### src/rtl/bloco_defuzzificador.sv
// rtl/bloco_defuzzificador.sv - serial Nie-Tan type-reduction defuzzifier; optional round-half-up via DEFUZ_ROUND_EN
module bloco_defuzzificador #(
    parameter int                   N_RULES = 9,
    parameter int                   W       = 8,
    parameter logic [N_RULES*W-1:0] C_VEC   = {8'd255, 8'd224, 8'd192, 8'd160, 8'd128,
                                               8'd96, 8'd64, 8'd32, 8'd0},
    parameter logic [W-1:0]         DEF_OUT = 8'd128,
    parameter int                   NUM_W   = 21
) (
    input  logic                   clk,
    input  logic                   RESET,
    input  logic                   EN_SCLK,
    input  logic                   START,
    input  logic [N_RULES*W-1:0]   FOU_UP_BUS,
    input  logic [N_RULES*W-1:0]   FOU_LOW_BUS,
    output logic [W-1:0]           Saida,
    output logic                   VALID,
    output logic                   BUSY,
    output logic                   ZERO_W
);

    localparam int IDX_W  = $clog2(N_RULES);
    localparam int DEN_W  = W + 1 + IDX_W;
    localparam int REM_W  = W + 5;
    localparam int PROD_W = 2 * W + 1;
    localparam int CNT_W  = $clog2((NUM_W > N_RULES) ? NUM_W : N_RULES);

    typedef enum logic [1:0] {S_IDLE, S_ACC, S_DIV, S_DONE} state_t;

    state_t                 state_q, state_d;
    logic [CNT_W-1:0]       cnt_q, cnt_d;
    logic [N_RULES*W-1:0]   up_q, up_d, low_q, low_d;
    logic [NUM_W-1:0]       num_q, num_d;
    logic [DEN_W-1:0]       den_q, den_d;
    logic [REM_W-1:0]       rem_q, rem_d;
    logic [W-1:0]           saida_q, saida_d;
    logic                   valid_q, valid_d;
    logic                   zero_q, zero_d;

    // Datapath temporaries
    int                     idx;
    logic [W-1:0]           fu, fl, cen;
    logic [W:0]             s;
    logic [PROD_W-1:0]      prod;
    logic [NUM_W-1:0]       num_acc;
    logic [DEN_W-1:0]       den_acc;
    logic [REM_W:0]         trial;
    logic                   qbit;

    // Next-state and datapath: latch, accumulate one rule per cycle, divide one bit per cycle, publish
    always_comb begin
        state_d = state_q;
        cnt_d   = cnt_q;
        up_d    = up_q;
        low_d   = low_q;
        num_d   = num_q;
        den_d   = den_q;
        rem_d   = rem_q;
        saida_d = saida_q;
        zero_d  = zero_q;
        valid_d = 1'b0;

        idx     = int'(cnt_q);
        fu      = up_q[idx*W +: W];
        fl      = low_q[idx*W +: W];
        cen     = C_VEC[idx*W +: W];
        s       = {1'b0, fu} + {1'b0, fl};
        prod    = PROD_W'(cen) * PROD_W'(s);
        num_acc = num_q + NUM_W'(prod);
        den_acc = den_q + DEN_W'(s);
        trial   = {rem_q, num_q[NUM_W-1]};
        qbit    = (trial >= (REM_W+1)'(den_q));

        case (state_q)
            S_IDLE: begin
                if (START) begin
                    up_d    = FOU_UP_BUS;
                    low_d   = FOU_LOW_BUS;
                    num_d   = '0;
                    den_d   = '0;
                    cnt_d   = '0;
                    state_d = S_ACC;
                end
            end
            S_ACC: begin
                num_d = num_acc;
                den_d = den_acc;
                cnt_d = cnt_q + 1'b1;
                if (cnt_q == CNT_W'(N_RULES - 1)) begin
`ifdef DEFUZ_ROUND_EN
                    // Bias by half the divisor so the truncating divider rounds half-up
                    num_d = num_acc + NUM_W'(den_acc >> 1);
`endif
                    cnt_d   = '0;
                    rem_d   = '0;
                    state_d = S_DIV;
                end
            end
            S_DIV: begin
                // Dividend bits shift out of num's MSB while quotient bits shift into its LSB
                if (qbit) begin
                    rem_d = trial[REM_W-1:0] - REM_W'(den_q);
                end else begin
                    rem_d = trial[REM_W-1:0];
                end
                num_d = {num_q[NUM_W-2:0], qbit};
                cnt_d = cnt_q + 1'b1;
                if (cnt_q == CNT_W'(NUM_W - 1)) begin
                    state_d = S_DONE;
                end
            end
            S_DONE: begin
                valid_d = 1'b1;
                if (den_q == '0) begin
                    saida_d = DEF_OUT;
                    zero_d  = 1'b1;
                end else begin
                    saida_d = (|num_q[NUM_W-1:W]) ? {W{1'b1}} : num_q[W-1:0];
                    zero_d  = 1'b0;
                end
                state_d = S_IDLE;
            end
            default: state_d = S_IDLE;
        endcase
    end

    // State register; everything holds while the clock enable is low
    always_ff @(posedge clk or negedge RESET) begin
        if (!RESET) begin
            state_q <= S_IDLE;
            cnt_q   <= '0;
            up_q    <= '0;
            low_q   <= '0;
            num_q   <= '0;
            den_q   <= '0;
            rem_q   <= '0;
            saida_q <= '0;
            valid_q <= 1'b0;
            zero_q  <= 1'b0;
        end else if (EN_SCLK) begin
            state_q <= state_d;
            cnt_q   <= cnt_d;
            up_q    <= up_d;
            low_q   <= low_d;
            num_q   <= num_d;
            den_q   <= den_d;
            rem_q   <= rem_d;
            saida_q <= saida_d;
            valid_q <= valid_d;
            zero_q  <= zero_d;
        end
    end

    assign Saida  = saida_q;
    assign VALID  = valid_q;
    assign ZERO_W = zero_q;
    assign BUSY   = (state_q != S_IDLE);

endmodule

### config.mk
export PLATFORM = sky130hd
export DESIGN_NAME = bloco_defuzzificador
export DESIGN_NICKNAME = d
export VERILOG_FILES = /design/src/rtl/bloco_defuzzificador.sv
export SDC_FILE = /design/constraint.sdc
export NUM_CORES = 1
export LEC_CHECK = 0
export CAP_MARGIN = 0
export CORE_MARGIN = 1
export CORE_UTILIZATION = 35
export CTS_BUF_LIST = sky130_fd_sc_hd__clkbuf_4 sky130_fd_sc_hd__clkbuf_8
export DETAILED_ROUTE_END_ITERATION = 7
export SLEW_MARGIN = 40
export SYNTH_ARGS = -nofsm -noshare
export SYNTH_HDL_FRONTEND = slang
export SYNTH_SLANG_ARGS = --single-unit
### constraint.sdc
create_clock -name clk -period 15.9 [get_ports clk]
set_input_delay 1.59 -clock clk [delete_from_list [all_inputs] [get_ports clk]]
set_output_delay 1.59 -clock clk [all_outputs]
set_load 0.02 [all_outputs]
Word-level counts from Yosys, hierarchy flattened
Cells that the tools add are included.
Storage, ports and cells
  output and inout port bits: 11
  logic and storage cells: 59
  flip-flop bits (word level): 208
Operators by class
  add/subtract/negate cells: 5
  magnitude comparators: 1
  eq/ne operators: 8
  multipliers: 1
  muxes and demuxes: 18
  shifts and indexed selects: 3
  reduce and logical (&&, ||, !) cells: 13
Operators with widths (number)
  $shiftx A72 B9 Y8: 2
  $shiftx A72 B9 Y8 const A: 1
  $pmux W21 S3: 1
  $pmux W13 S2: 2
  $mux W13: 3
  $add A21 B17 Y21: 1
  $mux W21: 1
  $mul A8 B9 Y17: 1
  $mux W8: 2
  $pmux W5 S3: 1
  $ge A14 B13 Y1: 1
  $add A13 B9 Y13: 1
  $logic_not A13 Y1: 1
  $reduce_or A13 Y1: 1
  $sub A13 B13 Y13: 1
  $reduce_and A3 Y1: 4
  $mux W5: 2
  $add A8 B8 Y9: 1
  $pmux W2 S4: 1
  $mux W2: 3
  $ne A2 B2 Y1 const B: 3
  $reduce_bool A2 Y1: 3
  $add A5 B1 Y5 const B: 1
  $eq A5 B4 Y1 const B: 1
  8 further kinds: 10

Depth between registers and ports, before layout
  depth in word-level cells: 5
  mapped depth: 33

Worst setup path before layout
OpenSTA, ideal clock, no wires.
  path kind: register to register
  from: register cnt_q[0]
  to: register num_q[20]
  period minus slack after synthesis: 6.723 ns
  arrival: 6.597 ns
  cell stages (with the launch flop): 31
  setup time: 0.126 ns
  path slack: 9.177 ns
  required time: 15.774 ns
  cell sequence: dfrtp_1 buf_2 buf_2 mux4_2 a22oi_1 nor2_1 ha_1 inv_1 fa_1 nor2b_1 o31a_1 o31a_1 o21a_1 nor2_1 nor2_1 inv_1 fa_1 inv_1 fa_1 fa_1 inv_1 fa_1 inv_1 ha_1 nor2_1 nor2_1 o211ai_1 o31ai_2 o21ai_2 o21ai_1 a221o_1
Between the ends
  longest elaborated chain between the ends: 5
  elaborated cells on any way between the ends: 7
  those cells by class: add/sub: 2; mul: 1; shift: 3; mux: 1
RTL lines
  start, declared: RTL line 31  | logic [CNT_W-1:0] cnt_q, cnt_d;
  start signal, assigned: RTL line 142  | cnt_q <= cnt_d;
  $shiftx A72 B9 Y8, on equally long branches: RTL line 64, 65
  $add A8 B8 Y9: RTL line 67  | s = {1'b0, fu} + {1'b0, fl};
  $mul A8 B9 Y17 *: RTL line 68  | prod = PROD_W'(cen) * PROD_W'(s);
  $add A21 B17 Y21 *: RTL line 69  | num_acc = num_q + NUM_W'(prod);
  $pmux W21 S3 *: RTL line 74  | case (state_q)
  end signal, assigned: RTL line 145  | num_q <= num_d;
  end, declared: RTL line 33  | logic [NUM_W-1:0] num_q, num_d;
Every way passes the cells marked *; elsewhere a longest branch is shown, timed or not.
A chain may end at the register's enable or synchronous reset.

Worst setup path in the final report
  from: register cnt_q[3]
  to: register num_q[19]
Same word-level chain as after synthesis.

==> impl_metrics.yaml <==
placed_design:
  placed_cells: 1900
  io_buffers: 158
  place_congestion: 0.876
  place_area_um2: 15600
  preCtsSetupSlack_ns: 7.95
  place_hpwl_mm: 25.0
critical_path:
  max_stage_delay_ns: 0.80
  crit_arrival_ns: 8.15
  crit_type: "flip-flop to flip-flop"
  endpoint_kind: "flip-flop"
  crit_path_start_kind: "flip-flop"
  worstPathRequired_ns: 16.33
  worstPathMaxFanout: 22
  crit_slowest_cell: "dfrtp_2"
  path_common_cell: "inv_1"
synthesis:
  ys_types: 61
  synthTopCellsByArea: "dfrtp_1 (39%), mux2_2 (12%), fa_1 (7.9%)"
  yosys_most_used_dff: "dfrtp_1"
  async_reset_ff_frac: 1.00
  netlist_instances: 1277
  synth_top_area_cell: "dfrtp_1"
  synth-seq-area-share: 0.385
  synth.avg_cell_area_um2: 10.6
  synth_edf_count: 0
  netlist_area_um2: 13500
  synthesis.nets: 1561
  synth.top_cell.area_share: 0.385
  ys_ff_latch: 208
  ys_warn_count: 0
cts:
  tritoncts: "yes"
  cts.sinks: 208
  htree_levels: 2
  cts-root-buf: "clkbuf_8"
  clock_path_buffers: 3
  worstSkewPairLatency_ns: 0.56
  ctsHoldBuffers: 0
  postCtsSetupRepairBufs: 0
  cts-resized-gates: 0
  clk_pin_slew_ns: 0.06
  numCtsBuffers: 39
routing:
  drc: 0
  drtPass1Iterations: 5
  wl_per_cell_um: 17.2
  drtIter0Drc: 498
  drt-vias-per-instance: 5.06
  ant_nets: 0
  routed_wl_mm: 33.9
  num_vias: 9944
timing:
  rsz0062_at_grt: "false"
  slew-limit-headroom: 0.495
  period_minus_slack_ns: 7.73
  setup_tns_ns: 0
  finalSetupViolCount: 0
  fin_crit_sh: 0.486
  worst_slew_pin_slew_ns: 0.758
  drv_slew: 0
  setup_slack_ns: 8.17
  hold_viol: 0
  max_freq_mhz: 129
  fin_skew_ns: 0.0231
hold_path:
  hp-class: "flip-flop to flip-flop"
die:
  core_area_um2: 37800
  rows: 71
  boundaryPins: 159
  dieArea_um2: 39400
  die_w_um: 198
  chipHeight_um: 198
  start_util: 0.357
global_route:
  grt_busiest_layer: "met2"
  grt_pass1_wl_mm: 55.5
  grt_antenna_before_repair: 1
  grtUsageTotal: 0.179
  use_met1: 0.237
  overflow: 0
  use_met3: 0.0498
  grt_pass1_vias: 10400
  grt_max_degree: 80
  grtUsageMet2: 0.289
pwr:
  power_leakage_nw: 7.38
  ir_drop_v: 0.0000983
  power.density_nw_per_um2: 217
layout:
  drive_gt1_frac: 0.184
  fillers: 3721
  stdcell_count: 1966
  fin_area_um2: 16400
  num_antenna_cells: 0
  final_nets: 1714
  syn_to_final_growth_pct: 21.8
outcome:
  status: "complete, no violations"
run:
  cap_violations: 0
-- worst paths after layout --
path                            startpoint         to  slack (ns)  cells after the start
max in group asynchronous            RESET  low_q[18]       13.76                      2
worst min-delay path              Saida[1]   Saida[1]        0.48                      2
worst max register to register    cnt_q[3]  num_q[19]        8.17                     30
min in group asynchronous            RESET   rem_q[8]        1.01                      1
worst min register to register    Saida[1]   Saida[1]        0.48                      2
worst max-delay path              cnt_q[3]  num_q[19]        8.17                     30
-- flip-flops by register name, summed over array words and instances (netlist names) --
register and count:
den_q 13, rem_q 13, cnt_q 5, ZERO_W 1, num_q 21, low_q 72
state_q 2, Saida 8, VALID 1, up_q 72
-- area by class of cell --
type / instances / area (um^2) / share of cell area
Multi-Input combinational cell: 894 / 7650 / 0.465
Sequential cell: 208 / 5210 / 0.317
Timing Repair Buffer: 168 / 1680 / 0.102
Tap cell: 511 / 639 / 0.0389
Clock buffer: 59 / 756 / 0.0459
Inverter: 119 / 447 / 0.0272
Clock inverter: 7 / 67.6 / 0.00411
-- cells by family after synthesis --
logic type | count (synthesis) | share of synthesized area
compound gates | 245 | 0.116
xor+xnor | 36 | 0.0245
fa+ha+maj | 137 | 0.156
buf+inv | 175 | 0.0498
flops | 208 | 0.385
mux | 200 | 0.178
simple gates | 276 | 0.0911
-- routing by layer --
layer	up-vias	part of all wire
li1	4777	-
met1	4883	0.45
met2	235	0.46
met3	47	0.070
met4	2	0.018
met5	-	0.00038
-- worst max-delay path, delay by kind of cell (launching register included) --
kind,cells,cell delay (ns)
fa+ha+maj,7,2.66
compound gates,9,1.92
buf+inv,7,0.76
mux,1,0.23
simple gates,6,1.24
flops,1,0.80
-- layout by cell type (no fill, tap or decap), drive strengths merged, types with 7 or more instances in the layout --
cell type	instances
xor2	16
mux2i	36
mux2	147
a22oi	20
xnor2	20
fa	53
nor2	113
dfrtp	208
mux4	17
clkbuf	60
clkdlybuf4s50	157
nand2b	10
o21ai	67
o21a	9
ha	83
o31ai	7
inv	120
o211ai	9
o22ai	25
or2	7
nand3	27
buf	10
nor3	9
nand2	74
and3	7
a21oi	59
a21o	13
-- through the flow --
stage / hold WS (ns) / power, mW / util
2_1_floorplan: 0.471 / 2.48 / -
3_3_place_gp: 0.466 / 2.99 / 0.412
3_5_place_dp: 0.479 / 3.03 / 0.413
4_1_cts: 0.491 / 3.60 / 0.435
5_1_grt: 0.509 / 3.90 / 0.435
6_report: 0.482 / 3.58 / 0.435
-- cells in the mapped netlist, drive strengths merged, types with 5 or more instances --
library cell / number
a21oi: 59
xnor2: 20
mux4: 17
inv: 118
o21a: 9
ha: 83
fa: 53
xor2: 16
a211oi: 6
o21bai: 6
a22oi: 20
o221ai: 5
o31ai: 7
dfrtp: 208
nand2b: 10
mux2i: 36
a22o: 6
and3: 7
o22ai: 25
nor3: 9
o211ai: 9
nand3: 27
nor3b: 5
buf: 11
o21ai: 67
mux2: 147
nand2: 74
nor2b: 6
nor2: 113
or2: 7
clkbuf: 45
a21o: 13
-- power by group --
group | leakage, nW | internal [mW] | switching [mW]
clock | 0.440 | 0.319 | 0.234
sequential | 2.54 | 0.774 | 0.150
combinational | 4.40 | 0.918 | 1.18
total | 7.38 | 2.01 | 1.56
(Power assumes the default switching activity.)
